==> src/rtl/uart_change_sender_if.sv <==
// uart_change_sender_if: valid/ready byte handshake between the change sender and the UART transmitter.
interface uart_change_sender_if #(
  parameter int DATA_W = 8,
  parameter int NUM_CH = 3
);
  localparam int CH_W = NUM_CH > 1 ? $clog2(NUM_CH) : 1;
  logic              tx_valid;
  logic              tx_ready;
  logic [DATA_W-1:0] tx_data;
  logic [CH_W-1:0]   tx_ch;
  modport master (output tx_valid, tx_data, tx_ch, input tx_ready);
  modport slave (input tx_valid, tx_data, tx_ch, output tx_ready);
endinterface

==> src/rtl/uart_change_sender.sv <==
// uart_change_sender: sends a channel byte to the UART only on change or periodic refresh, round-robin fair.
// Optional UART_CHANNEL_TAG_EN prefixes every data byte with a {4'hA, channel} tag byte.
module uart_change_sender #(
  parameter int NUM_CH         = 3,
  parameter int DATA_W         = 8,
  parameter int GAP_CYCLES     = 2,
  parameter int REFRESH_CYCLES = 0
) (
  input  logic                     uart_clk,
  input  logic                     rst,
  input  logic [NUM_CH*DATA_W-1:0] ch_data,
  output logic                     busy,
  uart_change_sender_if.master     tx
);
  localparam int CH_W = NUM_CH > 1 ? $clog2(NUM_CH) : 1;
  localparam int CW1  = CH_W + 1;
  localparam int GW   = GAP_CYCLES > 1 ? $clog2(GAP_CYCLES) : 1;
  localparam int RW   = REFRESH_CYCLES > 1 ? $clog2(REFRESH_CYCLES) : 1;
`ifdef UART_CHANNEL_TAG_EN
  typedef enum logic [1:0] {IDLE, SEND, GAP, SEND_TAG} state_t;
  logic [DATA_W-1:0] data_q;
`else
  typedef enum logic [1:0] {IDLE, SEND, GAP} state_t;
`endif
  state_t            state;
  logic [DATA_W-1:0] ch_q   [NUM_CH];
  logic [DATA_W-1:0] shadow [NUM_CH];
  logic [NUM_CH-1:0] rflag, pend, rot;
  logic [CH_W-1:0]   rr, g;
  logic [CW1-1:0]    off, sum;
  logic [GW-1:0]     gcnt;
  logic              rtick;
  always_comb begin
    pend = '0;
    for (int i = 0; i < NUM_CH; i++) pend[i] = (ch_q[i] != shadow[i]) | rflag[i];
  end
  // Rotate so bit 0 is the rr channel; the lowest set bit is the next grant.
  always_comb begin
    rot = NUM_CH'({pend, pend} >> rr);
    off = '0;
    for (int k = NUM_CH - 1; k >= 0; k--)
      if (rot[k]) off = CW1'(k);
    sum = {1'b0, rr} + off;
    g = CH_W'(sum >= CW1'(NUM_CH) ? sum - CW1'(NUM_CH) : sum);
  end
  assign busy = (state != IDLE) | (|pend);
  generate
    if (REFRESH_CYCLES > 0) begin : g_ref
      logic [RW-1:0] rcnt;
      always_ff @(posedge uart_clk or posedge rst) begin
        if (rst) rcnt <= '0;
        else rcnt <= rtick ? '0 : rcnt + RW'(1);
      end
      assign rtick = rcnt == RW'(REFRESH_CYCLES - 1);
    end else begin : g_noref
      assign rtick = 1'b0;
    end
  endgenerate
  always_ff @(posedge uart_clk or posedge rst) begin
    if (rst) begin
      ch_q        <= '{default: '0};
      shadow      <= '{default: '0};
      rflag       <= '0;
      rr          <= '0;
      gcnt        <= '0;
      state       <= IDLE;
      tx.tx_valid <= 1'b0;
      tx.tx_data  <= '0;
      tx.tx_ch    <= '0;
`ifdef UART_CHANNEL_TAG_EN
      data_q      <= '0;
`endif
    end else begin
      for (int i = 0; i < NUM_CH; i++) ch_q[i] <= ch_data[i*DATA_W +: DATA_W];
      case (state)
        IDLE: if (|pend) begin
          tx.tx_ch    <= g;
          tx.tx_valid <= 1'b1;
          rflag[g]    <= 1'b0;
`ifdef UART_CHANNEL_TAG_EN
          tx.tx_data  <= DATA_W'({4'hA, 4'(g)});
          data_q      <= ch_q[g];
          state       <= SEND_TAG;
`else
          tx.tx_data  <= ch_q[g];
          state       <= SEND;
`endif
        end
`ifdef UART_CHANNEL_TAG_EN
        SEND_TAG: if (tx.tx_ready) begin
          tx.tx_data <= data_q;
          state      <= SEND;
        end
`endif
        SEND: if (tx.tx_ready) begin
          shadow[tx.tx_ch] <= tx.tx_data;
          rr               <= tx.tx_ch == CH_W'(NUM_CH - 1) ? '0 : tx.tx_ch + CH_W'(1);
          tx.tx_valid      <= 1'b0;
          state            <= GAP_CYCLES > 0 ? GAP : IDLE;
        end
        GAP: begin
          gcnt  <= gcnt == GW'(GAP_CYCLES - 1) ? '0 : gcnt + GW'(1);
          state <= gcnt == GW'(GAP_CYCLES - 1) ? IDLE : GAP;
        end
        default: state <= IDLE;
      endcase
      // Placed after the grant so a refresh landing on a grant cycle is not lost.
      if (rtick) rflag <= '1;
    end
  end
endmodule

==> src/flat_wrapper.sv <==
// flat-port wrapper written by rule: the top's interface ports become plain ports
module uart_change_sender_flat 
#(
  parameter int NUM_CH         = 3,
  parameter int DATA_W         = 8,
  parameter int GAP_CYCLES     = 2,
  parameter int REFRESH_CYCLES = 0
)
  (uart_clk, rst, ch_data, busy, tx_tx_valid, tx_tx_data, tx_tx_ch, tx_tx_ready);
  uart_change_sender_if #(.DATA_W(DATA_W), .NUM_CH(NUM_CH)) tx_i ();
  input  logic uart_clk;
  input  logic rst;
  input  logic [NUM_CH*DATA_W-1:0] ch_data;
  output logic busy;
  output wire logic [$bits(tx_i.tx_valid)-1:0] tx_tx_valid;
  output wire logic [$bits(tx_i.tx_data)-1:0] tx_tx_data;
  output wire logic [$bits(tx_i.tx_ch)-1:0] tx_tx_ch;
  input wire logic [$bits(tx_i.tx_ready)-1:0] tx_tx_ready;
  assign tx_tx_valid = tx_i.tx_valid;
  assign tx_tx_data = tx_i.tx_data;
  assign tx_tx_ch = tx_i.tx_ch;
  assign tx_i.tx_ready = tx_tx_ready;
  uart_change_sender #(.NUM_CH(NUM_CH), .DATA_W(DATA_W), .GAP_CYCLES(GAP_CYCLES), .REFRESH_CYCLES(REFRESH_CYCLES)) u_core (.uart_clk(uart_clk), .rst(rst), .ch_data(ch_data), .busy(busy), .tx(tx_i));
endmodule
==> config.mk <==
export PLATFORM = sky130hd
export DESIGN_NAME = uart_change_sender_flat
export DESIGN_NICKNAME = d
export VERILOG_FILES = /design/src/rtl/uart_change_sender_if.sv /design/src/rtl/uart_change_sender.sv /design/src/flat_wrapper.sv
export SDC_FILE = /design/constraint.sdc
export NUM_CORES = 1
export LEC_CHECK = 0
export BUFFER_PORTS_ARGS = -buffer_cell sky130_fd_sc_hd__buf_2
export CORE_UTILIZATION = 50
export CTS_CLUSTER_SIZE = 12
export DETAILED_ROUTE_END_ITERATION = 12
export GPL_TIMING_DRIVEN = 0
export PLACE_DENSITY = 0.71
export RECOVER_POWER = 100
export SLEW_MARGIN = 30
export SYNTH_ARGS = -nofsm -noshare
export SYNTH_HDL_FRONTEND = slang
export SYNTH_SLANG_ARGS = --single-unit
==> constraint.sdc <==
create_clock -name uart_clk -period 6 [get_ports uart_clk]
set_clock_uncertainty 0.15 [all_clocks]
set_input_delay 1.2 -clock uart_clk [delete_from_list [all_inputs] [get_ports uart_clk]]
set_output_delay 1.2 -clock uart_clk [all_outputs]
set_load 0.005 [all_outputs]
==> run summary, run 1 <==
Main synth FF type -> dfrtp_1
TNS Setup -> 0 ns
initial antenna violation count -> 0
top cell type's share of synthesized area -> 58.8%
H-tree depth reported by CTS -> 3
Post-Synth XOR/XNOR Area -> 7.38%
peak supply drop -> 237 uV
CP max stage cell -> a21oi_1
asr flop ratio synth -> 100%
count of cells resized by post-cts repair -> 0
Syn Inst Count -> 237
mean area per synthesized cell -> 12.0 um^2
global-route wire length before repair -> 9590 um
Layout Cells excl Fill -> 363
Initial DRC Count -> 104
overall routing resource usage -> 21.6%
max_cap viols -> 3
leakage -> 1.55 nW
synth cell count leaders -> dfrtp_1, nand2_1, mux2_2, a21oi_1, xor2_1
outcome -> finished, violations left
Finished Cell Area -> 3300 um^2
PortBufs -> 38
Clock Root Buffer -> clkbuf_8
DPL Wire Length -> 3910 um
Final Total Pwr -> 1.62 mW
Chip Width -> 77.5 um
starting density of the core -> 51.7%
# IOs -> 39
Layout fillers -> 463
Power Density -> 492 nW/um^2
most frequent cell after synthesis -> dfrtp_1
Synth Area in Simple Gates -> 10.4%
worst skew pair latency -> 0.34 ns
Avg Vias per Cell -> 5.31
RSZ-0062 raised after global routing -> no
DP Worst Slack -> 1.50 ns
combinational family with the most area after synthesis -> simple AND/OR/NAND/NOR gates
Inserted Diodes -> 0
# hold bufs at CTS -> 0
Synth Area in Compound Gates -> 9.40%
CTS clk-pin slew, worst paths -> 0.07 ns
Syn Std Cell Area -> 2850 um^2
worst hold path type -> flop to flop
Final Hold Vio Count -> 0
vias in the first global route -> 1,988
CP required -> 6.10 ns
num rows -> 27
final WL -> 5730 um
crit path kind -> flop to flop
Synthesized Nets -> 267
share of layout cells above drive strength 1 -> 27.1%
switching share of total power -> 36.2%
post-synthesis register bit count -> 67
worst-margin pin slew -> 2.01 ns
GRT Residual Overflow -> 0
cells on worst reg2reg path -> 16
Yosys cell types -> 34
Final Max Tran Viols -> 50
Max clock buf depth -> 2
largest net degree at the start of global routing -> 39
Final min period -> 4.66 ns
largest area contributor in the netlist -> dfrtp_1
multiplexer share of the synthesized area -> 9.88%
Cell Int Power -> 1.03 mW
gpl congestion -> 0.791
crit-path max FO -> 9
Inst Count DP -> 348
drt pass-1 iters -> 4
Crit Reg-Reg Endpoint -> u_core.tx.tx_data[3]
Post-DP Area -> 3150 um^2
Switch Pwr -> 0.587 mW
CORE AREA -> 5510 um^2
Residual DRC -> 0
Post-CTS Setup Inserts -> 0
Final setup viols -> 0
adder-cell area share of the yosys netlist -> 1.58%
CP peak stage delay -> 0.82 ns
Post-synth EDFFs -> 0
crit path DAT -> 4.76 ns
Setup WS post-layout -> 1.34 ns
DR WL/cell -> 15.8 um
Slew headroom -> -33.7%
part of the Yosys area used for sequential elements -> 58.8%
Clock power frac -> 23.1%
ANT nets after route -> 0
Area contributors post-synth -> dfrtp_1, mux2_2, xor2_1
Final period util -> 77.6%
number of nets in the layout -> 317
r2r setup slk -> 1.34 ns
worst path cell trace -> xnor2_1 -> nand3_1 -> or4_2 -> clkbuf_1 -> nand2b_1 -> o41ai_1 -> a31oi_1 -> fa_1 -> inv_1 -> ha_1 -> nand3b_1 -> a21oi_1 -> nand2_1 -> a21oi_1 -> a21oi_1 -> o21ai_0
CTS tree -> yes
Area Growth Syn to Fin -> 15.7%
CP endpoint -> u_core.tx.tx_data[3]
CP startpoint -> u_core.ch_q[7]
CP Launch Type -> flop
Synthesis Warnings -> 0
violated checks -> max-capacitance violations, max-slew violations
height of the die -> 77.5 um
Die ar. -> 6000 um^2
CTS Buf Count -> 9
vias -> 1,926
CTS Sinks -> 67
Max Freq -> 0.215 GHz
RR Startpoint -> u_core.ch_q[7]
sequential share of power -> 42.4%
crit-path most repeated cell -> a21oi_1
Worst Setup End Kind -> flop
Logic pwr share -> 34.5%
[placed cells by master (no fill, tap or decap), drive strengths merged, types with 2 or more instances in the layout]
cell type  Yosys  final
buf            3     36
xor2          17     17
inv            6      5
nor3b          2      2
and3           2      2
clkinvlp       0      3
nor4           2      2
dfrtp         67     67
a21o           4      4
nand3          6      6
nor2           6      6
o21ai         12     12
nor3           4      4
mux2          25     25
clkbuf         4     21
a31oi          2      2
nand4          2      2
o31a           3      3
ha             2      2
o21a           2      2
nand2         33     33
a21oi         18     18
xnor2          7      7
[routing by layer]
layer  share of wire, %  GRT usage [%]  vias up
met1                 45           26.9      941
met5                  0              0        -
met4                2.2           11.9        0
li1                   -              -      914
met2                 48           35.0       57
met3                4.6           5.06       14
[stage by stage]
stage	util, %	hold WS [ns]
final	59.9	0.319
after global routing	59.9	0.367
after CTS	60.9	0.327
after detailed placement	57.2	0.310
after global placement	56.8	0.304
after floorplan	-	0.308
[kinds of logic (layout without fill, tap and decap cells)]
| family | count (synthesis) | after routing |
|---|---|---|
| fa+ha+maj | 3 | 3 |
| compound gates | 43 | 43 |
| flops | 67 | 67 |
| xor+xnor | 24 | 24 |
| mux | 25 | 25 |
| simple gates | 62 | 62 |
| buf+inv | 13 | 67 |
[sequential cells by signal, indices dropped and copies added (netlist names)]
name / cells
u_core.ch_q: 24
u_core.shadow: 24
u_core.tx.tx_data: 8
u_core.rflag: 3
u_core.rr: 2
u_core.state: 2
u_core.tx.tx_ch: 2
u_core.gcnt: 1
u_core.tx.tx_valid: 1
[worst min path at each step]
| stage | start | to | slack (ns) | cells after the start |
|---|---|---|---|---|
| detailed placement | u_core.tx.tx_valid | u_core.tx.tx_valid | 0.31 | 2 |
| global placement | u_core.tx.tx_valid | u_core.tx.tx_valid | 0.30 | 2 |
| floorplan | u_core.rflag[2] | u_core.rflag[2] | 0.31 | 1 |
| finish | u_core.tx.tx_valid | u_core.tx.tx_valid | 0.32 | 2 |
| global route | u_core.rflag[2] | u_core.rflag[2] | 0.37 | 1 |
| CTS | u_core.tx.tx_valid | u_core.tx.tx_valid | 0.33 | 2 |
[worst max-delay path, delay by kind of cell, from the launching register on]
kind	cells	cell delay (ns)
buf+inv	2	0.22
compound gates	6	1.65
simple gates	5	1.22
xor+xnor	1	0.16
fa+ha+maj	2	0.74
flops	1	0.40
[power groups by stage]
stage | sequential, mW | clock (mW) | combinational [mW]
2_1_floorplan | 0.671 | 0 | 0.404
3_3_place_gp | 0.688 | 0 | 0.553
3_5_place_dp | 0.694 | 0 | 0.570
4_1_cts | 0.686 | 0.383 | 0.573
5_1_grt | 0.705 | 0.400 | 0.620
6_report | 0.687 | 0.375 | 0.560
[final cells by class]
class / count / area [um^2] / share of cell area (%)
Sequential cell: 67 / 1680 / 50.9
Tap cell: 72 / 90.1 / 2.73
Multi-Input combinational cell: 157 / 1070 / 32.6
Clock inverter: 4 / 50.0 / 1.52
Buffer: 7 / 41.3 / 1.25
Inverter: 6 / 23.8 / 0.721
Timing Repair Buffer: 39 / 189 / 5.73
Clock buffer: 11 / 151 / 4.59
Note: power is estimated with default switching activity, not from simulation.
==> run 2: changes to the inputs <==
==> constraint.sdc (replaced) <==
create_clock -name uart_clk -period 4.54 [get_ports uart_clk]
set_clock_uncertainty 0.15 [all_clocks]
set_input_delay 0.908 -clock uart_clk [delete_from_list [all_inputs] [get_ports uart_clk]]
set_output_delay 0.908 -clock uart_clk [all_outputs]
set_load 0.005 [all_outputs]
==> run 2 against run 1 <==
The run still ends with max-capacitance violations, max-slew violations left. Highest routed layer unchanged. Maximum frequency is 9.7% higher. Hold slack gained 0.0012 ns. Die area did not move. Wire length about the same. Combinational power up 33%. Worst setup slack got worse by 1.0 ns. Count of clock-buffer cells in the layout unchanged. Non-clock buffer count down 1. Clock power rose by 32%. Power is 33% higher.
==> run summary, run 2 (synthesized netlist as in run 1, its figures left out) <==
DR WL/cell -> 15.8 um (+0.35%)
largest net degree at the start of global routing -> 39 (unchanged)
switching share of total power -> 36.1% (-0.10 points)
Max clock buf depth -> 2 (unchanged)
CP Launch Type -> flop
count of cells resized by post-cts repair -> 0 (unchanged)
outcome -> finished, violations left
Layout fillers -> 464 (+0.22%)
ANT nets after route -> 0 (unchanged)
# IOs -> 39 (unchanged)
initial antenna violation count -> 0 (unchanged)
worst hold path type -> flop to flop
DPL Wire Length -> 3910 um (unchanged)
Final Max Tran Viols -> 49 (-2.0%)
height of the die -> 77.5 um (unchanged)
number of nets in the layout -> 316 (-0.32%)
share of layout cells above drive strength 1 -> 28.6% (+1.5 points)
Final Hold Vio Count -> 0 (unchanged)
H-tree depth reported by CTS -> 3 (unchanged)
starting density of the core -> 51.7% (unchanged)
global-route wire length before repair -> 9590 um (unchanged)
Buf/Inv on CP -> 3 (+1)
# hold bufs at CTS -> 0 (unchanged)
Area Growth Syn to Fin -> 16.2%
Switch Pwr -> 0.776 mW (+32%)
peak supply drop -> 313 uV (+33%)
crit-path max FO -> 9 (unchanged)
max_cap viols -> 3 (unchanged)
Post-CTS Setup Inserts -> 0 (unchanged)
CP max stage cell -> a21oi_2
Clock power frac -> 23.0% (about the same)
vias -> 1,927 (+0.052%)
Post-Route Hold Slack -> 0.320 ns (+0.00124 ns)
worst path cell trace -> xor2_1 -> nor4_1 -> and3_1 -> clkbuf_1 -> nand3_1 -> a21o_1 -> o21ai_0 -> ha_1 -> inv_1 -> fa_1 -> inv_1 -> ha_1 -> nand3b_1 -> a21oi_2 -> nand2_1 -> a21oi_1 -> a21oi_1 -> o21ai_0
CP required -> 4.64 ns (-1.46 ns)
CP peak stage delay -> 0.52 ns (-0.30 ns)
Inserted Diodes -> 0 (unchanged)
Initial DRC Count -> 89 (-14%)
Slew headroom -> -33.7% (about the same)
violated checks -> max-capacitance violations, max-slew violations
DP Worst Slack -> 0.0384 ns (-1.46 ns)
Avg Vias per Cell -> 5.32 (+0.33%)
Largest regs -> u_core.ch_q: 24 flops, u_core.shadow: 24 flops, u_core.tx.tx_data: 8 flops
Final Util -> 60.1% (+0.25 points)
Chip Width -> 77.5 um (unchanged)
CTS tree -> yes
RR Startpoint -> u_core.shadow[20]
Cell Int Power -> 1.37 mW (+33%)
Power Density -> 649 nW/um^2 (+32%)
most frequent cells in the layout -> dfrtp_1, buf_2, nand2_1
commonest non-fill, non-tap cell in the layout -> dfrtp_1
PortBufs -> 38 (unchanged)
Setup WS post-layout -> 0.296 ns (-1.05 ns)
CTS Buf Count -> 9 (unchanged)
CORE AREA -> 5510 um^2 (unchanged)
CP endpoint -> u_core.tx.tx_data[3]
worst skew pair latency -> 0.34 ns (about the same)
crit path kind -> flop to flop
RSZ-0062 raised after global routing -> no
Final setup viols -> 0 (unchanged)
GRT Residual Overflow -> 0 (unchanged)
Final Total Pwr -> 2.15 mW (+33%)
Max Freq -> 0.236 GHz (+9.7%)
sequential share of power -> 42.2% (-0.2 points)
leakage -> 1.56 nW (+0.82%)
cells on worst reg2reg path -> 18 (+2)
crit-path leading delay family -> compound AO/OA/AOI/OAI gates
crit path DAT -> 4.34 ns (-0.42 ns)
gpl congestion -> 0.791 (unchanged)
Residual DRC -> 0 (unchanged)
CTS Sinks -> 67 (unchanged)
drt pass-1 iters -> 4 (unchanged)
CP startpoint -> u_core.shadow[20]
WP depth -> 18 (+2)
num rows -> 27 (unchanged)
Clock Root Buffer -> clkbuf_8
Die ar. -> 6000 um^2 (unchanged)
Logic pwr share -> 34.8% (+0.3 points)
Final period util -> 93.5% (+16 points)
vias in the first global route -> 1,988 (unchanged)
TNS Setup -> 0 ns (unchanged)
CTS clk-pin slew, worst paths -> 0.07 ns (about the same)
worst-margin pin slew -> 2.00 ns (-0.000354 ns)
r2r setup slk -> 0.30 ns (-1.05 ns)
Crit Reg-Reg Endpoint -> u_core.tx.tx_data[3]
final WL -> 5740 um (about the same)
Worst Setup End Kind -> flop
Final min period -> 4.24 ns (-0.412 ns)
overall routing resource usage -> 21.6% (unchanged)
run 2: metrics by stage:
step | cell area, um^2 | std cells
after global routing | 3310 | 362
after global placement | 3130 | 347
after CTS | 3350 | 363
after floorplan | 2850 | 237
final | 3310 | 362
after detailed placement | 3150 | 348
run 2: tightest hold or removal path, cell delays in order (launching register included):
cell and delay, ns:
dfrtp_1 0.34, nand2_1 0.05, nand2_1 0.05
run 2: power by group through the flow:
stage          clock (mW)  combinational (mW)  sequential [mW]
3_3_place_gp            0               0.730            0.909
4_1_cts             0.507               0.758            0.907
3_5_place_dp            0               0.753            0.918
5_1_grt             0.529               0.830            0.932
2_1_floorplan           0               0.533            0.887
6_report            0.495               0.747            0.908
run 2: how the worst min path moves through the flow:
| stage | endpoint | startpoint | depth (start not counted) | slack (ns) |
|---|---|---|---|---|
| after global routing | u_core.rflag[2] | u_core.rflag[2] | 1 | 0.37 |
| after floorplan | u_core.rflag[2] | u_core.rflag[2] | 1 | 0.31 |
| final | u_core.tx.tx_valid | u_core.tx.tx_valid | 2 | 0.32 |
| after detailed placement | u_core.tx.tx_valid | u_core.tx.tx_valid | 2 | 0.31 |
| after global placement | u_core.tx.tx_valid | u_core.tx.tx_valid | 2 | 0.30 |
| after CTS | u_core.tx.tx_valid | u_core.tx.tx_valid | 2 | 0.33 |
run 2: area by class of cell:
cell class | count | area [um^2] | share of cell area [%]
multi-input combinational | 157 | 1080 | 32.7
inverter | 6 | 23.8 | 0.718
clock inverter | 4 | 50.0 | 1.51
tap | 72 | 90.1 | 2.72
buffer | 6 | 47.5 | 1.44
clock buffer | 11 | 151 | 4.57
sequential | 67 | 1680 | 50.6
timing repair buffer | 39 | 189 | 5.71
run 2: metal layers:
layer / global-route usage [%] / vias up / wire (um)
met5: 0 / - / 0
met4: 11.9 / 0 / 108
met3: 5.06 / 12 / 238
met2: 35.0 / 46 / 2780
met1: 26.9 / 958 / 2610
li1: - / 911 / -
